### src/rtl/mips_ctrl_pkg.sv
// Shared encodings for the MINI-MIPS multi-cycle controller and datapath:
// FSM states, opcode/funct values, mux select codes and the control bundle.
package mips_ctrl_pkg;

    typedef enum logic [3:0] {
        S_FETCH  = 4'd0,
        S_DECODE = 4'd1,
        S_MEMADR = 4'd2,
        S_MEMRD  = 4'd3,
        S_MEMWB  = 4'd4,
        S_MEMWR  = 4'd5,
        S_EXEC   = 4'd6,
        S_RWB    = 4'd7,
        S_BRANCH = 4'd8,
        S_JUMP   = 4'd9,
        S_ADDIEX = 4'd10,
        S_ADDIWB = 4'd11,
        S_JAL    = 4'd12,
        S_JR     = 4'd13
    } state_t;

    localparam logic [5:0] OP_RTYPE = 6'h00;
    localparam logic [5:0] OP_LW    = 6'h23;
    localparam logic [5:0] OP_SW    = 6'h2B;
    localparam logic [5:0] OP_BEQ   = 6'h04;
    localparam logic [5:0] OP_ADDI  = 6'h08;
    localparam logic [5:0] OP_J     = 6'h02;
    localparam logic [5:0] OP_JAL   = 6'h03;
    localparam logic [5:0] FN_JR    = 6'h08;

    localparam logic [1:0] REGDST_RT = 2'd0;
    localparam logic [1:0] REGDST_RD = 2'd1;
    localparam logic [1:0] REGDST_RA = 2'd2;

    localparam logic [1:0] MEMTOREG_ALUOUT = 2'd0;
    localparam logic [1:0] MEMTOREG_MDR    = 2'd1;
    localparam logic [1:0] MEMTOREG_PC     = 2'd2;

    localparam logic [1:0] ALUB_B       = 2'd0;
    localparam logic [1:0] ALUB_FOUR    = 2'd1;
    localparam logic [1:0] ALUB_IMM     = 2'd2;
    localparam logic [1:0] ALUB_IMM_SH2 = 2'd3;

    localparam logic [1:0] ALUOP_ADD   = 2'd0;
    localparam logic [1:0] ALUOP_SUB   = 2'd1;
    localparam logic [1:0] ALUOP_FUNCT = 2'd2;

    localparam logic [1:0] PCSRC_ALU    = 2'd0;
    localparam logic [1:0] PCSRC_ALUOUT = 2'd1;
    localparam logic [1:0] PCSRC_JUMP   = 2'd2;
    localparam logic [1:0] PCSRC_REG    = 2'd3;

    typedef struct packed {
        logic       pc_write;
        logic       pc_write_cond;
        logic       i_or_d;
        logic       mem_read;
        logic       mem_write;
        logic       ir_write;
        logic [1:0] reg_dst;
        logic [1:0] mem_to_reg;
        logic       reg_write;
        logic       alu_src_a;
        logic [1:0] alu_src_b;
        logic [1:0] alu_op;
        logic [1:0] pc_source;
        logic       instr_done;
        logic       illegal;
    } ctrl_t;

    // Where DECODE dispatches to; S_FETCH means the instruction is unsupported.
    function automatic state_t decode_target(input logic [5:0] opcode,
                                             input logic [5:0] funct);
        state_t target;
        case (opcode)
            OP_RTYPE: target = (funct == FN_JR) ? S_JR : S_EXEC;
            OP_LW,
            OP_SW:    target = S_MEMADR;
            OP_BEQ:   target = S_BRANCH;
            OP_ADDI:  target = S_ADDIEX;
            OP_J:     target = S_JUMP;
            OP_JAL:   target = S_JAL;
            default:  target = S_FETCH;
        endcase
        return target;
    endfunction

endpackage

### src/rtl/mips_multicycle_ctrl.sv
// Multi-cycle MINI-MIPS control FSM: state register, next-state logic and a
// Moore output decode with memReady-qualified strobes for the handshake.
module mips_multicycle_ctrl
    import mips_ctrl_pkg::*;
(
    input  logic       clk,
    input  logic       rst_n,
    input  logic [5:0] opcode,
    input  logic [5:0] funct,
    input  logic       zero,
    input  logic       memReady,
    output logic       pcWrite,
    output logic       pcWriteCond,
    output logic       IorD,
    output logic       memRead,
    output logic       memWrite,
    output logic       irWrite,
    output logic [1:0] regDst,
    output logic [1:0] memToReg,
    output logic       regWrite,
    output logic       aluSrcA,
    output logic [1:0] aluSrcB,
    output logic [1:0] aluOp,
    output logic [1:0] pcSource,
    output logic       instrDone,
    output logic       illegal,
    output logic [3:0] state
);

    state_t state_q;
    state_t state_d;
    state_t dispatch;
    ctrl_t  ctrl;

    // The branch decision on zero is made in the datapath through pcWriteCond.
    logic unused_zero;
    assign unused_zero = zero;

    assign dispatch = decode_target(opcode, funct);

    always_comb begin
        // NOTE: default first so every path assigns state_d and no latch is inferred.
        state_d = state_q;
        case (state_q)
            S_FETCH:  if (memReady) state_d = S_DECODE;
            S_DECODE: state_d = dispatch;
            S_MEMADR: state_d = (opcode == OP_SW) ? S_MEMWR : S_MEMRD;
            S_MEMRD:  if (memReady) state_d = S_MEMWB;
            S_MEMWR:  if (memReady) state_d = S_FETCH;
            S_EXEC:   state_d = S_RWB;
            S_ADDIEX: state_d = S_ADDIWB;
            S_MEMWB,
            S_RWB,
            S_BRANCH,
            S_JUMP,
            S_ADDIWB,
            S_JAL,
            S_JR:     state_d = S_FETCH;
            default:  state_d = S_FETCH;
        endcase
    end

    // NOTE: the reset here is synchronous, so it lives inside the clocked branch
    // and is not in the sensitivity list; sequential state uses <= only.
    always_ff @(posedge clk) begin
        if (!rst_n) state_q <= S_FETCH;
        else        state_q <= state_d;
    end

    always_comb begin
        ctrl = '0;
        if (rst_n) begin
            case (state_q)
                S_FETCH: begin
                    ctrl.mem_read  = 1'b1;
                    ctrl.i_or_d    = 1'b0;
                    ctrl.alu_src_a = 1'b0;
                    ctrl.alu_src_b = ALUB_FOUR;
                    ctrl.alu_op    = ALUOP_ADD;
                    ctrl.pc_source = PCSRC_ALU;
                    // IR and PC must load exactly once, on the completing cycle.
                    ctrl.ir_write  = memReady;
                    ctrl.pc_write  = memReady;
                end
                S_DECODE: begin
                    ctrl.alu_src_a = 1'b0;
                    ctrl.alu_src_b = ALUB_IMM_SH2;
                    ctrl.alu_op    = ALUOP_ADD;
                    if (dispatch == S_FETCH) begin
                        ctrl.illegal    = 1'b1;
                        ctrl.instr_done = 1'b1;
                    end
                end
                S_MEMADR,
                S_ADDIEX: begin
                    ctrl.alu_src_a = 1'b1;
                    ctrl.alu_src_b = ALUB_IMM;
                    ctrl.alu_op    = ALUOP_ADD;
                end
                S_MEMRD: begin
                    ctrl.mem_read = 1'b1;
                    ctrl.i_or_d   = 1'b1;
                end
                S_MEMWB: begin
                    ctrl.reg_write  = 1'b1;
                    ctrl.reg_dst    = REGDST_RT;
                    ctrl.mem_to_reg = MEMTOREG_MDR;
                    ctrl.instr_done = 1'b1;
                end
                S_MEMWR: begin
                    ctrl.mem_write  = 1'b1;
                    ctrl.i_or_d     = 1'b1;
                    ctrl.instr_done = memReady;
                end
                S_EXEC: begin
                    ctrl.alu_src_a = 1'b1;
                    ctrl.alu_src_b = ALUB_B;
                    ctrl.alu_op    = ALUOP_FUNCT;
                end
                S_RWB: begin
                    ctrl.reg_write  = 1'b1;
                    ctrl.reg_dst    = REGDST_RD;
                    ctrl.mem_to_reg = MEMTOREG_ALUOUT;
                    ctrl.instr_done = 1'b1;
                end
                S_BRANCH: begin
                    ctrl.alu_src_a     = 1'b1;
                    ctrl.alu_src_b     = ALUB_B;
                    ctrl.alu_op        = ALUOP_SUB;
                    ctrl.pc_write_cond = 1'b1;
                    ctrl.pc_source     = PCSRC_ALUOUT;
                    ctrl.instr_done    = 1'b1;
                end
                S_ADDIWB: begin
                    ctrl.reg_write  = 1'b1;
                    ctrl.reg_dst    = REGDST_RT;
                    ctrl.mem_to_reg = MEMTOREG_ALUOUT;
                    ctrl.instr_done = 1'b1;
                end
                S_JUMP: begin
                    ctrl.pc_write   = 1'b1;
                    ctrl.pc_source  = PCSRC_JUMP;
                    ctrl.instr_done = 1'b1;
                end
                S_JAL: begin
                    // The link value is the PC itself, already advanced to PC+4 in FETCH.
                    ctrl.reg_write  = 1'b1;
                    ctrl.reg_dst    = REGDST_RA;
                    ctrl.mem_to_reg = MEMTOREG_PC;
                    ctrl.pc_write   = 1'b1;
                    ctrl.pc_source  = PCSRC_JUMP;
                    ctrl.instr_done = 1'b1;
                end
                S_JR: begin
                    ctrl.pc_write   = 1'b1;
                    ctrl.pc_source  = PCSRC_REG;
                    ctrl.instr_done = 1'b1;
                end
                default: ctrl = '0;
            endcase
        end
    end

    assign pcWrite     = ctrl.pc_write;
    assign pcWriteCond = ctrl.pc_write_cond;
    assign IorD        = ctrl.i_or_d;
    assign memRead     = ctrl.mem_read;
    assign memWrite    = ctrl.mem_write;
    assign irWrite     = ctrl.ir_write;
    assign regDst      = ctrl.reg_dst;
    assign memToReg    = ctrl.mem_to_reg;
    assign regWrite    = ctrl.reg_write;
    assign aluSrcA     = ctrl.alu_src_a;
    assign aluSrcB     = ctrl.alu_src_b;
    assign aluOp       = ctrl.alu_op;
    assign pcSource    = ctrl.pc_source;
    assign instrDone   = ctrl.instr_done;
    assign illegal     = ctrl.illegal;
    assign state       = state_q;

endmodule

### config.mk
export PLATFORM = sky130hd
export DESIGN_NAME = mips_multicycle_ctrl
export DESIGN_NICKNAME = d
export VERILOG_FILES = /design/src/rtl/mips_ctrl_pkg.sv /design/src/rtl/mips_multicycle_ctrl.sv
export SDC_FILE = /design/constraint.sdc
export NUM_CORES = 1
export LEC_CHECK = 0
export BUFFER_PORTS_ARGS = -buffer_cell sky130_fd_sc_hd__clkbuf_2
export CAP_MARGIN = 10
export CORE_MARGIN = 2
export CORE_UTILIZATION = 43
export DETAILED_ROUTE_END_ITERATION = 12
export PLACE_DENSITY_LB_ADDON = 0.3
export SYNTH_ARGS = -nofsm -noshare
export SYNTH_HDL_FRONTEND = slang
export SYNTH_SLANG_ARGS = --single-unit
### constraint.sdc
create_clock -name clk -period 1.65 [get_ports clk]
set_input_delay 0.33 -clock clk [delete_from_list [all_inputs] [get_ports clk]]
set_output_delay 0.33 -clock clk [all_outputs]
set_load 0.02 [all_outputs]
==> results of run 1 <==
cells by family after synthesis:
logic type | share of synthesized area (%)
simple gates | 46.4
compound gates | 26.2
buf+inv | 8.92
xor+xnor | 5.10
flops | 11.7
mux | 1.64
through the flow:
step           utilization [%]  worst slack (ns)  instances
4_1_cts                   88.1            -0.199        180
3_5_place_dp              71.0           -0.0971        165
3_3_place_gp              71.0           -0.0546        165
2_1_floorplan                -           -0.0271        100
Yosys cell counts, drive strengths merged:
cell and n:
clkbuf 4, a31oi 2, o2111ai 1, xnor2 1, nand4b 1, mux2 1, and3 4, o22ai 1
o31ai 2, nand2b 4, and2 1, a41oi 1, nor4 1, nor2b 2, or3b 3, or4b 1
a2bb2oi 1, buf 5, nor3b 4, or2b 1, nand2 5, inv 2, a21boi 3, nand3b 1
nand3 5, o21ai 5, o211ai 1, a32oi 1, nor2 15, a21oi 4, xor2 3, dfxtp 4
nor3 6, o32ai 1, o21bai 3
what timing repair did:
| action | 4_1_cts |
|---|---|
| buffers inserted | 12 |
| hold endpoints to repair | 0 |
| setup endpoints to repair | 19 |
| resized for setup | 39 |
| pin swaps | 6 |
==> summary.txt, run 1 <==
Run status
  • Outcome: stopped before the end
  • Halt Stage: global routing (5_1_grt)
  • Stop Error: [ERROR DPL-0033] detailed placement checks failed during check placement.

Clock tree
  • Cts bufs inserted: 3
  • H-Tree Depth: 1
  • Clock sinks: 4
  • Clock Path Buffers: 2
  • CTS root buf: clkbuf_4
  • Hold-fix buffers, CTS: 0

Synthesis
  • Synth Register Bits: 4
  • Post-synthesis cell area: 687 um^2
  • Cell taking the most area after synthesis: dfxtp_1
  • Synth top area cells: dfxtp_1, nor2_1, or3b_1, xor2_1, and3_1
  • Gate Count Post-Synth: 100
  • Synth warn: 0
  • Avg Cell Area, Syn: 6.87 um^2
  • Seq/Total Area, Yosys: 11.7%
  • Top-area cell type share of the netlist area: 11.7%
  • Synth cell types: 43
  • Synth Net Count: 116

Placed design
  • Placed Area: 0.00107 mm^2
  • # port buffers: 38
  • Dpl hpwl: 1750 um
  • RePlAce Congestion: 0.872

Floorplanning
  • Die height: 44.0 um
  • # rows: 14
  • Width of the die: 44.0 um
  • Starting Density: 45.6%
  • Io pins: 40

Global routing
  • Antenna violations before repair: 0
  • Largest net degree at the start of global routing: 18

STA
  • GR repair worst EP: pcWrite
  • Worst ep type: top-level output
==> inputs of run 2 (changes only) <==
--- a/config.mk
+++ b/config.mk
@@ -7,10 +7,10 @@
 export LEC_CHECK = 0
 export BUFFER_PORTS_ARGS = -buffer_cell sky130_fd_sc_hd__clkbuf_2
 export CAP_MARGIN = 10
-export CORE_MARGIN = 2
-export CORE_UTILIZATION = 43
+export CORE_AREA = 2 2 63 65
 export DETAILED_ROUTE_END_ITERATION = 12
-export PLACE_DENSITY_LB_ADDON = 0.3
+export DIE_AREA = 0 0 65 67
+export PLACE_DENSITY_LB_ADDON = 0.15
 export SYNTH_ARGS = -nofsm -noshare
 export SYNTH_HDL_FRONTEND = slang
 export SYNTH_SLANG_ARGS = --single-unit
==> run 2 against run 1 <==
Against the previous run:
- the flow now finishes, with violations (negative setup slack)
- synthesized cell count stayed put
- area after synthesis stayed put
==> summary.txt, run 2 <==
Run status
  • Outcome: finished with violations
  • Violated checks: negative setup slack

STA
  • Worst rel slew slack: 78.0%
  • Worst Slack Setup Final: -0.137 ns
  • Setup violators final: 7
  • Tmin final: 1.79 ns
  • Worst hold slack: 0.547 ns
  • Slew Viols, Final: 0
  • Final period util: 108%
  • Worst-Margin Slew: 0.326 ns
  • Fmax: 559 MHz
  • Unrepaired setup endpoints after global routing: yes
  • Hold Vio Cnt, Final: 0
  • Clock skew: 0.000539 ns

Routing
  • Met2 wire len: 1140 um
  • Wire length on met1: 1210 um
  • Routed Antenna Nets: 0
  • Via/cell ratio: 4.51
  • Pre-antenna DRT Iters: 4
  • Uppermost layer routed: met3
  • Routed length per instance: 11.7 um
  • Vias: 948
  • Met3 routed WL: 110 um
  • DR DRC count: 0
  • DRT iter0 DRCs: 25
  • Drt total wl: 2470 um

Power and ir drop
  • Max VDD drop: 158 uV
  • Pleak: 0.588 nW
  • Power Density: 439 mW/mm^2
  • Comb power frac: 48.5%
  • Cell internal pwr: 0.405 mW
  • Clk network pwr share: 33.7%
  • Design Power: 0.590 mW
  • NetSw: 0.186 mW
  • Sw frac: 31.4%
  • Sequential Power Share: 17.8%

Synthesis
  • Post-synthesis cell area: 687 um^2 (unchanged)
  • Top-area cell type share of the netlist area: 11.7% (unchanged)
  • Gate Count Post-Synth: 100 (unchanged)
  • Synth Register Bits: 4 (unchanged)
  • Cell taking the most area after synthesis: dfxtp_1
  • Synth warn: 0 (unchanged)
  • Most common cell in the netlist: nor2_1
  • Post-synth top flop: dfxtp_1
  • Synth cell types: 43 (unchanged)
  • Synth top area cells: dfxtp_1, nor2_1, or3b_1, xor2_1, and3_1
  • Async SR Flop Fraction: 0% (unchanged)
  • Synth Net Count: 116 (unchanged)
  • Avg Cell Area, Syn: 6.87 um^2 (unchanged)
  • Seq/Total Area, Yosys: 11.7% (unchanged)
  • Post-synth top cells: nor2_1, nand2_1, nand3_1, nor3_1
  • Post-synth EDFFs: 0 (unchanged)

Final layout
  • Max reg flops: 4
  • Syn-to-layout area delta: 95.6%
  • # nets final: 180
  • Most frequent cells in the layout: buf_4, clkbuf_2, nor2_1, nand2_1, buf_6
  • Layout fillers: 387
  • Layout cell share with drive strength beyond 1: 62.3%
  • Util after Layout: 37.3%
  • Commonest non-fill, non-tap cell in the layout: buf_4
  • Final Non-Filler Cells: 210
  • ANT cells: 0

Global routing
  • First-pass GRT wire length: 4000 um
  • Vias in the first global route: 827
  • GR Overflow Total: 0
  • Largest net degree at the start of global routing: 18
  • Gr usage total: 11.4%
  • Antenna violations before repair: 0

Clock tree
  • Clock sinks: 4 (unchanged)
  • Clock Path Buffers: 2 (unchanged)
  • CTS tree: done
  • Worst-Skew Late Latency: 0.21 ns
  • H-Tree Depth: 1 (unchanged)
  • Cts bufs inserted: 3 (unchanged)
  • Hold-fix buffers, CTS: 0 (unchanged)
  • Clock transition at path regs: 0.03 ns
  • CTS root buf: clkbuf_8

Setup path
  • R2R depth: 5
  • Worst EP required: 1.32 ns
  • Kind of end point of the critical path: output pin
  • Crit Path Category: reg2out
  • Crit path DAT: 1.46 ns
  • Worst Setup Start Kind: flop
  • CP max FO: 2

Placed design
  • Dpl hpwl: 1920 um (+9.7%)
  • RePlAce Congestion: 0.750 (-14%)
  • # port buffers: 38 (unchanged)
  • Placed cells: 199 (+21%)

Hold path
  • Min-Delay Path Class: in2reg
  • WHS Path Cells: 4

Floorplanning
  • # rows: 22 (+8)
  • Starting Density: 19.0% (-27 points)
  • Die height: 67 um (+52%)
  • Total core area: 0.00361 mm^2
  • Width of the die: 65 um (+48%)
  • Io pins: 40 (unchanged)
  • Die area: 0.00436 mm^2

Run
  • Max cap viols: 0
run 2: cell counts after synthesis:
Identical to the previous run, type by type.
run 2: worst paths after layout:
path | endpoint | start | slack, ns
worst max-delay path | instrDone | state[3] | -0.14
worst min-delay path | state[3] | funct[1] | 0.55
worst max register to register | state[2] | state[3] | 0.33
worst min register to register | state[3] | state[0] | 0.62
run 2: metrics by stage:
stage | instance area (um^2) | worst slack (ns) | setup TNS [ns]
after floorplan | 762 | -0.0271 | -0.0271
after global placement | 1110 | -0.0937 | -0.0937
after detailed placement | 1110 | -0.0962 | -0.110
after CTS | 1270 | -0.158 | -0.746
after global routing | 1340 | -0.182 | -0.927
final | 1340 | -0.137 | -0.472
run 2: what timing repair did:
action,4_1_cts,5_1_grt
gates resized for setup,21,26
pin swaps,1,3
buffers inserted,6,2
setup endpoints to repair,15,18
run 2: cell families after synthesis:
family,synth area share (%)
AOI/OAI and AO/OA,26.2
xor gates and xnor gates,5.10
buffers and inverters,8.92
DFF,11.7
muxes,1.64
and+or+nand+nor,46.4
run 2: layer usage:
| metal | vias up | global-route usage [%] |
|---|---|---|
| li1 | 486 | - |
| met2 | 30 | 18.8 |
| met5 | - | 0 |
| met1 | 432 | 16.3 |
| met4 | 0 | 1.60 |
| met3 | 0 | 1.01 |
run 2: area by class of cell:
cell class | instances | area, um^2 | area share (%)
inverters | 2 | 7.51 | 0.559
clock buffers | 3 | 41.3 | 3.07
repair buffers | 68 | 483 | 35.9
well taps | 48 | 60.1 | 4.47
flip-flops and latches | 4 | 90.1 | 6.70
multi-input cells | 85 | 662 | 49.3
run 2: worst max-delay path: stages (launching register included):
cell and delay (ns):
dfxtp_2 0.31, or3b_4 0.41, nor2_4 0.10, and3_4 0.19
o21bai_4 0.12, buf_8 0.12
run 2: power groups by stage:
stage,Clock (mW),Sequential [mW],Combinational (mW)
finish,0.199,0.105,0.286
global route,0.211,0.106,0.309
CTS,0.202,0.106,0.266
detailed placement,0,0.107,0.223
global placement,0,0.107,0.221
floorplan,0,0.111,0.128
Power figures use the tool's default switching activity.
